===== src/rtl/draw_pkg.sv =====
// draw_pkg: shared constants and types for the column draw sequencers.
//   - colour constants for the three cell kinds plus black
//   - 2-bit cell-code type and FSM state type
//   - screen geometry of the 160x120 VGA adapter
package draw_pkg;

  localparam logic [2:0] COL_BG     = 3'b011;
  localparam logic [2:0] COL_MEAT   = 3'b010;
  localparam logic [2:0] COL_HAZARD = 3'b100;
  localparam logic [2:0] COL_BLACK  = 3'b000;

  localparam int SCREEN_W = 160;
  localparam int SCREEN_H = 120;

  typedef logic [1:0] cell_code_t;

  typedef enum logic [1:0] {
    IDLE = 2'b00,
    DRAW = 2'b01,
    DONE = 2'b10
  } state_t;

endpackage


===== src/rtl/cell_colour_map.sv =====
// cell_colour_map: combinational translation of a 2-bit cell code into the
// 3-bit RGB colour used by the VGA adapter.
//   code   in  2  cell code (00 background, 01 meat, 10 hazard, 11 background)
//   colour out 3  RGB colour
module cell_colour_map
  import draw_pkg::*;
(
  input  cell_code_t code,
  output logic [2:0] colour
);

  // code-to-colour lookup; code 11 is drawn as background
  always_comb begin
    colour = COL_BG;
    case (code)
      2'b00:   colour = COL_BG;
      2'b01:   colour = COL_MEAT;
      2'b10:   colour = COL_HAZARD;
      2'b11:   colour = COL_BG;
      default: colour = COL_BG;
    endcase
  end

endmodule


===== src/rtl/column_draw_ctrl.sv =====
// column_draw_ctrl: walks every pixel of a column of CELLS square cells and
// issues one plot request per pixel to the VGA adapter.
//   clk, reset (async, active low)
//   start     in   request a draw, sampled only in IDLE
//   col_data  in   column contents, 2 bits per cell, cell 0 at the top
//   x_base    in   left pixel x of the column
//   grant     in   pending pixel is consumed on this cycle's rising edge
//   x, y, colour, plot  out  pixel request to the adapter
//   busy      out  high from the first cycle of DRAW through DONE
//   done      out  one-cycle pulse after the last pixel is consumed
// Optional feature: define CELL_BORDER_EN to draw a 1-pixel black grid
// (px = 0 or py = 0 of each cell plotted as black).
module column_draw_ctrl
  import draw_pkg::*;
#(
  parameter int CELLS     = 14,
  parameter int CELL_LOG2 = 3
) (
  input  logic               clk,
  input  logic               reset,
  input  logic               start,
  input  logic [2*CELLS-1:0] col_data,
  input  logic [7:0]         x_base,
  input  logic               grant,
  output logic [7:0]         x,
  output logic [6:0]         y,
  output logic [2:0]         colour,
  output logic               plot,
  output logic               busy,
  output logic               done
);

  localparam int CW = $clog2(CELLS);
  localparam logic [CELL_LOG2-1:0] P_MAX    = {CELL_LOG2{1'b1}};
  localparam logic [CW-1:0]        CELL_MAX = CW'(CELLS - 1);

  state_t                 state_r, state_nx;
  logic [2*CELLS-1:0]     col_r;
  logic [7:0]             xb_r;
  logic [CW-1:0]          cell_r;
  logic [CELL_LOG2-1:0]   py_r, px_r;
  logic                   consume_s, last_s;
  cell_code_t             code_s;
  logic [2:0]             map_colour_s, pix_colour_s;

  assign consume_s = (state_r == DRAW) && grant;
  assign last_s    = (cell_r == CELL_MAX) && (py_r == P_MAX) && (px_r == P_MAX);
  assign code_s    = col_r[{cell_r, 1'b0} +: 2];

  cell_colour_map u_map (
    .code   (code_s),
    .colour (map_colour_s)
  );

`ifdef CELL_BORDER_EN
  assign pix_colour_s = ((px_r == '0) || (py_r == '0)) ? COL_BLACK : map_colour_s;
`else
  assign pix_colour_s = map_colour_s;
`endif

  // state register
  always_ff @(posedge clk or negedge reset) begin
    if (!reset) state_r <= IDLE;
    else        state_r <= state_nx;
  end

  // next-state logic
  always_comb begin
    state_nx = state_r;
    case (state_r)
      IDLE:    state_nx = start ? DRAW : IDLE;
      DRAW:    state_nx = (grant && last_s) ? DONE : DRAW;
      DONE:    state_nx = IDLE;
      default: state_nx = IDLE;
    endcase
  end

  // snapshot on accepted start, then advance px fastest, then py, then cell
  always_ff @(posedge clk or negedge reset) begin
    if (!reset) begin
      col_r  <= '0;
      xb_r   <= 8'd0;
      cell_r <= '0;
      py_r   <= '0;
      px_r   <= '0;
    end else if ((state_r == IDLE) && start) begin
      col_r  <= col_data;
      xb_r   <= x_base;
      cell_r <= '0;
      py_r   <= '0;
      px_r   <= '0;
    end else if (consume_s) begin
      px_r <= px_r + 1'b1;
      if (px_r == P_MAX) begin
        py_r <= py_r + 1'b1;
        if (py_r == P_MAX) cell_r <= cell_r + 1'b1;
      end
    end
  end

  // outputs decoded from registered state and counters only; zero outside DRAW
  always_comb begin
    x      = 8'd0;
    y      = 7'd0;
    colour = 3'b000;
    plot   = 1'b0;
    busy   = 1'b0;
    done   = 1'b0;
    case (state_r)
      DRAW: begin
        x      = xb_r + 8'(px_r);
        y      = 7'({cell_r, py_r});
        colour = pix_colour_s;
        plot   = 1'b1;
        busy   = 1'b1;
      end
      DONE: begin
        busy = 1'b1;
        done = 1'b1;
      end
      default: begin
        x = 8'd0;
      end
    endcase
  end

endmodule


===== config.mk =====
export PLATFORM = sky130hd
export DESIGN_NAME = column_draw_ctrl
export DESIGN_NICKNAME = d
export VERILOG_FILES = /design/src/rtl/draw_pkg.sv /design/src/rtl/cell_colour_map.sv /design/src/rtl/column_draw_ctrl.sv
export SDC_FILE = /design/constraint.sdc
export NUM_CORES = 1
export LEC_CHECK = 0
export CORE_MARGIN = 4
export CORE_UTILIZATION = 53
export DETAILED_ROUTE_END_ITERATION = 7
export PLACE_DENSITY = 0.85
export REMOVE_ABC_BUFFERS = 1
export SLEW_MARGIN = 20
export SYNTH_ARGS = -nofsm -noshare
export SYNTH_HDL_FRONTEND = slang
export SYNTH_SLANG_ARGS = --single-unit

===== constraint.sdc =====
create_clock -name clk -period 5.85 [get_ports clk]
set_clock_uncertainty 0.15 [all_clocks]
set_input_delay 1.755 -clock clk [delete_from_list [all_inputs] [get_ports clk]]
set_output_delay 1.755 -clock clk [all_outputs]
set_load 0.03 [all_outputs]

== Yosys cells after proc, flatten, opt, wreduce, memory -nomap -nowiden ==
Cells that the tools add are included.

* Flip-flop bits (word level): 48
* Output and inout port bits: 21

* Add/subtract/negate cells: 4
* Eq/ne operators: 8
* Shift-type cells: 1
* Muxes and demuxes: 19
* Reductions and logical operators: 14

{| class="wikitable"
|+ Operator list
! operator !! number
|-
| variable part select 28 x 6 -> 2 bit || 1
|-
| two-way mux 3 bit || 6
|-
| two-way mux 4 bit || 4
|-
| case mux 3 bit (3 select lines) || 1
|-
| adder 8 x 3 -> 8 bit || 1
|-
| two-way mux 8 bit || 1
|-
| two-way mux 7 bit || 1
|-
| adder 3 x 1 -> 3 bit (second input constant) || 2
|-
| == test 2 bit (second input constant) || 3
|-
| == test 3 bit (second input constant) || 2
|-
| nonzero test 2 bit || 3
|-
| logical AND 1 bit || 5
|-
| adder 4 x 1 -> 4 bit (second input constant) || 1
|-
| == test 2 x 1 -> 1 bit (second input constant) || 2
|-
| == test 4 bit (second input constant) || 1
|-
| logical NOT 2 bit || 2
|-
| two-way mux 1 bit || 4
|-
| case mux 2 bit (2 select lines) || 1
|-
| OR reduction 2 bit || 2
|-
| AND reduction 3 bit || 1
|-
| two-way mux 2 bit || 1
|-
| AND reduction 2 bit || 1
|}

== Depth between registers and ports, before layout ==
Gate-level depths: netlist (run 1).

* Word-level depth: 6
* Depth in mapped cells: 7
* Gate-level depth less buffers: 6

== Modules after synthesis ==
A second synthesis (run 1) with hierarchy kept.

* Cell total of the unflattened synthesis: 198
* Area, all modules: 2489.9 µm²

{| class="wikitable"
|+ Modules (own cells, without submodules)
! module !! times used !! cells each !! area each (µm²) !! sequential area each (µm²)
|-
| column_draw_ctrl || 1 || 194 || 2457.4 || 1201.2
|-
| cell_colour_map || 1 || 4 || 32.5 || 0.0
|}

== Worst setup path after synthesis (run 1) ==
Ideal clock, no wire load.

* Path type: flip-flop to output port
* From: reg cell_r[0]
* To: out colour[1]
* Arrival: 1.915 ns
* Path slack: 2.030 ns
* Stages on the path, launching flop included: 7
* Path buffers: 1
* Cell sequence: dfrtp_1 buf_6 mux4_1 o22ai_1 a21oi_1 ha_1 nor2b_1

* Longest elaborated chain between the ends: 5
* Elaborated cells between the ends (all ways): 8
* Classes of those cells: eq/ne: 3; shift: 1; mux: 2; reduce/logical: 2

{| class="wikitable"
|+ RTL lines
! element !! RTL line !! text
|-
| from (decl) || column_draw_ctrl.sv:40 || <nowiki>logic [CW-1:0] cell_r;</nowiki>
|-
| from (signal assigned) || column_draw_ctrl.sv:96 || <nowiki>if (py_r == P_MAX) cell_r <= cell_r + 1'b1;</nowiki>
|-
| variable part select 28 x 6 -> 2 bit * || column_draw_ctrl.sv:48 || <nowiki>assign code_s = col_r[{cell_r, 1'b0} +: 2];</nowiki>
|-
| == test 2 bit / logical NOT 2 bit (equally long branches) || cell_colour_map.sv:15 || <nowiki>case (code)</nowiki>
|-
| OR reduction 2 bit (no line) || - ||
|-
| case mux 3 bit (3 select lines) * || cell_colour_map.sv:15 ||
|-
| two-way mux 3 bit * || column_draw_ctrl.sv:109 || <nowiki>case (state_r)</nowiki>
|-
| to (decl) || column_draw_ctrl.sv:27 || <nowiki>output logic [2:0] colour,</nowiki>
|}

Mark *: on every way between the ends. The rest lies on a longest branch, timed or not.

== Worst setup path after layout (run 1) ==
* From: reg cell_r[0]
* To: out colour[0]

The elaborated chain is that of the path after synthesis.

==> out/summary.txt, run 1 <==
YS warnings: 0
PortBufs: 60
crit end category: output pin
PostCTS Resize Cnt: 0
Post-CTS Setup Inserts: 0
via count: 1,660
CP Max Fanout: 13
IO Pins: 61
Post-Syn Area: 2500 um2
max-slew violations: 0
hold depth: 1
CTS max path bufs: 2
count of final setup violators: 0
Hold WC Path Type: flip-flop to flip-flop
worst path cell trace: mux4_2 > a22oi_1 > a21oi_1 > ha_1 > and2_1 > clkdlybuf4s50_1
fin crit period: 4.84 ns
WL final: 4690 um
Lkg Pwr: 1.37 nW
GRT Residual Overflow: 0
r2r endpoint: cell_r[3]$_DFFE_PN0P_
Clock Latency Late Sink: 0.29 ns
number of clock buffers inserted by TritonCTS: 5
WP buf/inv: 1
Min-Delay Endpoint: col_r[18]$_DFFE_PN0P_
Hold Violations, Final: 0
H-tree depth: 2
CTS Hold Bufs: 0
synthesized area per cell: 12.6 um2
Synth area leader: dfrtp_1
crit path kind: flip-flop to output pin
initial antenna violation count: 0
Die X: 76.6 um
Yosys top cell area share: 0.481
Core Box Area: 4440 um2
diode count: 0
Die Y: 76.6 um
Initial Util: 0.562
Relative slew margins: 0.308
proportion of layout cells with a drive suffix above 1: 0.0553
first-pass GRT wire length: 7890 um
Seq cells post-synth: 48
startpoint types: flip-flop
Total GRT Usage: 0.168
Final Worst Setup Slack: 1.01 ns
top area cells in the synthesized netlist: dfrtp_1, mux2_1, ha_1
fmax: 207 MHz
largest net degree at the start of global routing: 49
status: finished clean
Reg clk slew, reported paths: 0.08 ns
fin crit share: 0.827
vias in the first global route: 1,669
arrival time at the worst endpoint: 2.93 ns
power density cells: 389 nW/um2
Vias/cell: 5.44
worst reg2reg startpoint: state_r[1]$_DFF_PN0_
TNS Setup: 0 ns
initial drt markers: 69
Max rail drop VDD: 240 uV
worst slack at placement: 1.30 ns
WL per Instance: 15.4 um
root buffer cell: clkbuf_8
Worst-Margin Slew: 1.04 ns
drc violations: 0
Hold Startpoint: col_r[18]$_DFFE_PN0P_
GP Congestion: 0.714
Seq/Total Area, Yosys: 0.481
clock sink count: 48
Mapped Cells: 198
FF-to-FF path depth: 6
hpwl dp: 3530 um
unrepaired setup endpoints after global routing: no
Distinct cells, synth: 33
most common cell after layout, fill and taps aside: clkdlybuf4s50_1
full die area: 5870 um2
flop-to-flop setup slack: 3.64 ns
Final ANT Viol Nets: 0
Layout area overhead: 27.3%
CTS tree: built
Slowest-stage cell, CP: dfrtp_1
CP delay by family, top: flip-flops
# rows: 24
required time of the critical path: 3.94 ns
max-cap violations: 0
commonest non-fill, non-tap cells in the layout: clkdlybuf4s50_1, dfrtp_1, mux2_1, ha_1, and2_1
iteration count of the initial detailed-routing pass: 4
critical path's largest stage delay: 0.71 ns
Nets: 310
worst max path at each step:
stage | from | to | slack, ns | cells after the start
6_report | cell_r[0]$_DFFE_PN0P_ | colour[0] | 1.01 | 6
5_1_grt | cell_r[0]$_DFFE_PN0P_ | colour[0] | 0.82 | 6
4_1_cts | cell_r[0]$_DFFE_PN0P_ | colour[0] | 0.98 | 6
3_5_place_dp | cell_r[0]$_DFFE_PN0P_ | colour[0] | 1.30 | 6
3_3_place_gp | cell_r[0]$_DFFE_PN0P_ | colour[0] | 1.37 | 6
2_1_floorplan | cell_r[0]$_DFFE_PN0P_ | colour[1] | 1.91 | 5
worst register-to-register path, cell delays in order (launching register included):
cell     delay, ns
dfrtp_1       0.39
inv_1         0.08
ha_1          0.65
and4_1        0.44
nand4_1       0.14
xor2_1        0.16
nor2_1        0.05
power breakdown:
part | internal (W) | total [W] | switching (W)
Clock | 0.0000771 | 0.000172 | 0.0000951
Sequential | 0.000442 | 0.000518 | 0.0000755
Combinational | 0.000279 | 0.000546 | 0.000267
Total | 0.000799 | 0.00124 | 0.000438
Yosys cell counts:
cell	count
nor3_1	1
a211oi_1	1
a21boi_1	3
mux2_1	37
a21oi_1	5
dfrtp_1	48
clkbuf_1	3
or2_2	1
fa_1	1
and2_1	14
mux4_1	2
nand3_1	5
nor2b_1	3
or3_1	3
nor2_1	10
o21ai_0	3
and4_1	1
xnor2_1	4
buf_6	1
nand2_1	7
inv_1	3
mux2i_1	2
a22oi_1	2
mux4_2	4
nand4_1	2
xor2_1	4
nand2b_1	1
ha_1	14
inv_2	1
mux2_2	1
o22ai_1	2
a21o_1	3
buf_2	6
state kept, by name, indices dropped and copies added (netlist names):
signal / cells
px_r: 3
xb_r: 8
col_r: 28
py_r: 3
state_r: 2
cell_r: 4
cell type report:
class	instances	area, um2
fill	347	1270
multi-input combinational	136	1230
sequential	48	1200
timing repair buffer	60	598
clock buffer	5	68.8
tap	52	65.1
inverter	4	15.0
metrics by stage:
step	hold WS, ns	util	total power [W]	cell area, um2	instances
4_1_cts	0.338	0.715	0.00125	3180	305
5_1_grt	0.355	0.715	0.00132	3180	305
3_3_place_gp	0.314	0.699	0.00106	3110	300
2_1_floorplan	0.299	-	0.000861	2440	188
3_5_place_dp	0.321	0.699	0.00108	3110	300
6_report	0.333	0.715	0.00124	3180	305
metal layers:
| layer | vias to the layer above | wire (um) | global-route usage |
|---|---|---|---|
| li1 | 808 | - | - |
| met1 | 812 | 2070 | 0.215 |
| met3 | 6 | 169 | 0.0343 |
| met5 | - | 0 | 0 |
| met2 | 34 | 2390 | 0.284 |
| met4 | 0 | 62 | 0.0543 |
logic make-up (layout without fill, tap and decap cells):
logic type      Yosys count  in the layout  synth area share
fa+ha+maj                15             15            0.0782
simple gates             48             48             0.101
mux                      46             46             0.236
xor+xnor                  8              8            0.0281
compound gates           19             19            0.0481
buf+inv                  14             69            0.0271
flops                    48             48             0.481
No activity file was read; power rests on OpenSTA's default activity.
==> run 2: changes to the inputs <==
Settings changed: CORE_UTILIZATION 53 to 49, PLACE_DENSITY 0.85 to 0.79.
Clock period 5.85 ns to 4.82 ns, I/O delays scaled along.
==> run 2 against run 1 <==
Compared with the run above:
- cell count is 6.6% higher
- first-iteration DRC count rose by 54%
- sequential share of layout area down 1.0 points
- sequential power grew 21%
- worst setup slack got worse by 0.65 ns
- largest power group unchanged
- power up 28%
- design area up 2.7%
- critical path depth is 1 higher
- utilization down 3.7 points
==> out/summary.txt, run 2 (synthesis results as in run 1) <==
status: finished clean
Top Registers: col_r x28, xb_r x8, cell_r x4
M1 WL: 2120 um
first-pass GRT wire length: 7980 um
initial drt markers: 106
Top reg by flops: col_r
max reg flops: 28
CP delay by family, top: buffers and inverters
H-tree depth: 2
net load switching power: 0.000541 W
count of final setup violators: 0
Total GRT Usage: 0.161
WL per Instance: 14.4 um
critical path's largest stage delay: 0.68 ns
worst path cell trace: buf_4 > mux4_2 > a22oi_1 > a21oi_1 > ha_1 > and2_1 > clkdlybuf4s50_1
Max rail drop VDD: 283 uV
top routing layer used: met4
full die area: 6300 um2
startpoint types: flip-flop
Hold WC Path Type: flip-flop to flip-flop
Die X: 79.4 um
initial antenna violation count: 0
Relative slew margins: 0.511
crit end category: output pin
max-slew violations: 0
internal power: 0.00104 W
CTS max path bufs: 2
PostCTS Resize Cnt: 0
Slowest-stage cell, CP: clkdlybuf4s50_1
Setup crit start: cell_r[0]$_DFFE_PN0P_
iteration count of the initial detailed-routing pass: 4
hpwl dp: 3490 um
vias in the first global route: 1,713
PortBufs: 60
CTS Hold Bufs: 0
commonest non-fill, non-tap cells in the layout: clkdlybuf4s50_1, dfrtp_1, mux2_1, ha_1, and2_1
Vias/cell: 5.21
Worst-Margin Slew: 0.733 ns
largest net degree at the start of global routing: 49
proportion of layout cells with a drive suffix above 1: 0.0736
worst hold slack: 0.338 ns
Core Box Area: 4820 um2
Lkg Pwr: 1.41 nW
metal2 WL: 2330 um
Clock Latency Late Sink: 0.30 ns
FF-to-FF path depth: 6
flop-to-flop setup slack: 2.63 ns
worst reg2reg startpoint: state_r[1]$_DFF_PN0_
arrival time at the worst endpoint: 2.86 ns
Reg clk slew, reported paths: 0.08 ns
crit path kind: flip-flop to output pin
root buffer cell: clkbuf_8
IO Pins: 61
fin crit period: 4.46 ns
power share of the combinational group: 0.415
sequential share of power: 0.395
clock share of power: 0.190
number of clock buffers inserted by TritonCTS: 5
CP Max Fanout: 9
TNS Setup: 0 ns
GP Congestion: 0.782
drc violations: 0
critical path depth: 7
Initial Util: 0.518
most common cell after layout, fill and taps aside: clkdlybuf4s50_1
fin crit share: 0.925
Min-Delay Endpoint: col_r[4]$_DFFE_PN0P_
fmax: 224 MHz
GRT Residual Overflow: 0
routed wl met3: 177 um
power density cells: 485 nW/um2
hold depth: 1
Layout area overhead: 30.7%
CTS tree: built
Hold Violations, Final: 0
via count: 1,692
Final Power: 0.00158 W
required time of the critical path: 3.22 ns
Post-CTS Setup Inserts: 0
Die Y: 79.4 um
Hold Startpoint: col_r[4]$_DFFE_PN0P_
Final ANT Viol Nets: 0
r2r endpoint: cell_r[3]$_DFFE_PN0P_
max-cap violations: 0
clock sink count: 48
diode count: 0
unrepaired setup endpoints after global routing: no
Sw Ratio: 0.341
# rows: 25
Nets: 312
WP buf/inv: 2
WL final: 4680 um
FILL cells: 389
## run 2: cell count changes in the layout (fill, tap and decap cells not counted), sizes merged
cell | before | now
bufinv | 0 | 1
clkbuf | 5 | 6
buf | 1 | 3
clkinv | 0 | 1
## run 2: power by group through the flow
stage               clock network [W]  registers (W)  logic (W)
floorplan                           0       0.000601   0.000444
global placement                    0       0.000635   0.000650
detailed placement                  0       0.000634   0.000667
CTS                          0.000309       0.000627   0.000669
global route                 0.000323       0.000648   0.000716
finish                       0.000301       0.000626   0.000658
## run 2: worst max path at each step
stage                 to  slack (ns)
6_report       colour[0]        0.36
3_3_place_gp   colour[0]        0.74
3_5_place_dp   colour[0]        0.66
2_1_floorplan  colour[1]        1.19
5_1_grt        colour[0]        0.24
4_1_cts        colour[0]        0.33
## run 2: final cells by class
class / count / area [um2] / share of cell area
clock inverter: 2 / 38.8 / 0.0119
clock buffer: 6 / 82.6 / 0.0253
timing repair buffer: 62 / 613 / 0.188
multi-input combinational: 136 / 1230 / 0.377
inverter: 4 / 15.0 / 0.00460
tap: 67 / 83.8 / 0.0257
sequential: 48 / 1200 / 0.368
## run 2: metrics by stage
stage	util	cells	area (um2)	setup slack [ns]
final	0.678	325	3260	0.361
after global routing	0.678	325	3260	0.236
after CTS	0.677	325	3260	0.333
after detailed placement	0.652	317	3140	0.659
after global placement	0.652	317	3140	0.739
after floorplan	-	188	2440	1.19
## run 2: routing by layer
| layer | up-vias | track usage |
|---|---|---|
| li1 | 818 | - |
| met1 | 837 | 0.217 |
| met2 | 33 | 0.266 |
| met3 | 4 | 0.0271 |
| met4 | 0 | 0.0515 |
| met5 | - | 0 |
==> run 3: changes to the inputs <==
Settings changed: CAP_MARGIN set to 10, CORE_MARGIN 4 to 3, CORE_UTILIZATION 49 to 47, PLACE_DENSITY 0.79 to 0.77.
==> run 3 against run 2 <==
Compared with the run above:
- sequential power hardly changed
- power is 1.2% higher
- hold slack worse by 0.0027 ns
- routed wire length is 3.9% higher
- combinational power is 2% higher
- critical path type unchanged
- highest routed layer unchanged
==> out/summary.txt, run 3 (synthesis results as in run 1) <==
clock share of power: 0.195
FILL cells: 413
crit path kind: flip-flop to output pin
final instance area: 3260 um2
crit end category: output pin
Nets: 311
clock sink count: 48
full die area: 6220 um2
status: finished clean
# rows: 25
critical path's largest stage delay: 0.75 ns
FF/Latch Area: 1200 um2
max reg flops: 28
Post-CTS Setup Inserts: 0
Total GRT Usage: 0.175
worst reg2reg startpoint: state_r[1]$_DFF_PN0_
Final Worst Setup Slack: 0.177 ns
WP buf/inv: 1
internal power: 0.00106 W
drc violations: 0
largest net degree at the start of global routing: 49
hold depth: 1
first-pass GRT wire length: 8470 um
initial drt markers: 53
startpoint types: flip-flop
Vias/cell: 5.16
Util after Layout: 0.664
IO Pins: 61
Die Y: 78.9 um
Hold WC Path Type: flip-flop to flip-flop
fmax: 215 MHz
Slowest-stage cell, CP: dfrtp_1
hpwl dp: 3590 um
PostCTS Resize Cnt: 0
Layout area overhead: 30.6%
PortBufs: 60
WL final: 4860 um
critical path depth: 6
H-tree depth: 2
CP Max Fanout: 13
Worst-Margin Slew: 0.993 ns
Relative slew margins: 0.338
iteration count of the initial detailed-routing pass: 4
Hold Violations, Final: 0
arrival time at the worst endpoint: 3.05 ns
power share of the combinational group: 0.416
TNS Setup: 0 ns
flop-to-flop setup slack: 2.66 ns
Initial Util: 0.509
Top Registers: col_r x28, xb_r x8, cell_r x4
worst path cell trace: mux4_2 > a22oi_1 > a21oi_1 > ha_1 > and2_1 > clkdlybuf4s50_1
sequential share of power: 0.389
Final Power: 0.00160 W
max-slew violations: 0
CP delay by family, top: flip-flops
Core Box Area: 4910 um2
required time of the critical path: 3.22 ns
number of clock buffers inserted by TritonCTS: 5
worst slack at placement: 0.526 ns
via count: 1,672
WL per Instance: 15.0 um
initial antenna violation count: 0
Max rail drop VDD: 303 uV
most common cell after layout, fill and taps aside: clkdlybuf4s50_1
Sw Ratio: 0.341
Hold Startpoint: col_r[13]$_DFFE_PN0P_
max-cap violations: 0
CTS tree: built
net load switching power: 0.000546 W
power density cells: 492 nW/um2
root buffer cell: clkbuf_8
Die X: 78.9 um
Setup crit start: cell_r[0]$_DFFE_PN0P_
Lkg Pwr: 1.41 nW
diode count: 0
Clock Latency Late Sink: 0.30 ns
CTS max path bufs: 2
vias in the first global route: 1,774
proportion of layout cells with a drive suffix above 1: 0.0700
Multi-input gate area: 1230 um2
placed instance area: 3130 um2
Top reg by flops: col_r
GRT Residual Overflow: 0
Reg clk slew, reported paths: 0.09 ns
fin crit share: 0.963
GP Congestion: 0.736
commonest non-fill, non-tap cells in the layout: clkdlybuf4s50_1, dfrtp_1, mux2_1, ha_1, and2_1
count of final setup violators: 0
Final ANT Viol Nets: 0
unrepaired setup endpoints after global routing: no
fin crit period: 4.64 ns
FF-to-FF path depth: 6
CTS Hold Bufs: 0
-- run 3: changes by cell type in the layout (fill, tap and decap cells not counted), sizes merged --
cell    delta
buf        -1
clkbuf     +1
clkinv     -1
-- run 3: stage by stage --
stage | cells | hold WS, ns
after floorplan | 188 | 0.299
after global placement | 316 | 0.316
after detailed placement | 316 | 0.320
after CTS | 324 | 0.341
after global routing | 324 | 0.361
final | 324 | 0.336
-- run 3: cell type report --
type / instances / share of cell area
multi-input combinational: 136 / 0.377
inverter: 4 / 0.00460
timing repair buffer: 61 / 0.186
tap: 67 / 0.0257
clock buffer: 7 / 0.0295
clock inverter: 1 / 0.00921
sequential: 48 / 0.368
-- run 3: per-layer routing --
metal | global-route usage | share of wire | vias to the layer above
met5 | 0 | 0 | -
met4 | 0.0567 | 0.015 | 0
met3 | 0.0329 | 0.029 | 7
met2 | 0.302 | 0.50 | 31
met1 | 0.221 | 0.45 | 817
li1 | - | - | 817
-- run 3: power by group through the flow --
stage | registers [W] | clock network, W | logic, W
floorplan | 0.000601 | 0 | 0.000444
global placement | 0.000634 | 0 | 0.000653
detailed placement | 0.000632 | 0 | 0.000674
CTS | 0.000625 | 0.000321 | 0.000678
global route | 0.000645 | 0.000341 | 0.000731
finish | 0.000624 | 0.000313 | 0.000668
-- run 3: worst reg2reg max path: cells and delay by family, from the launching register on --
family / cells / cell delay, ns
and+or+nand+nor: 3 / 0.62
xor gates and xnor gates: 1 / 0.17
adders and majority gates: 1 / 0.61
DFF: 1 / 0.39
buffers and inverters: 1 / 0.08
-- run 3: worst paths after layout --
check	end
worst min-delay path	col_r[13]$_DFFE_PN0P_
max in group asynchronous	xb_r[0]$_DFFE_PN0P_
worst max register to register	cell_r[3]$_DFFE_PN0P_
worst min register to register	col_r[13]$_DFFE_PN0P_
min in group asynchronous	xb_r[4]$_DFFE_PN0P_
worst max-delay path	colour[0]
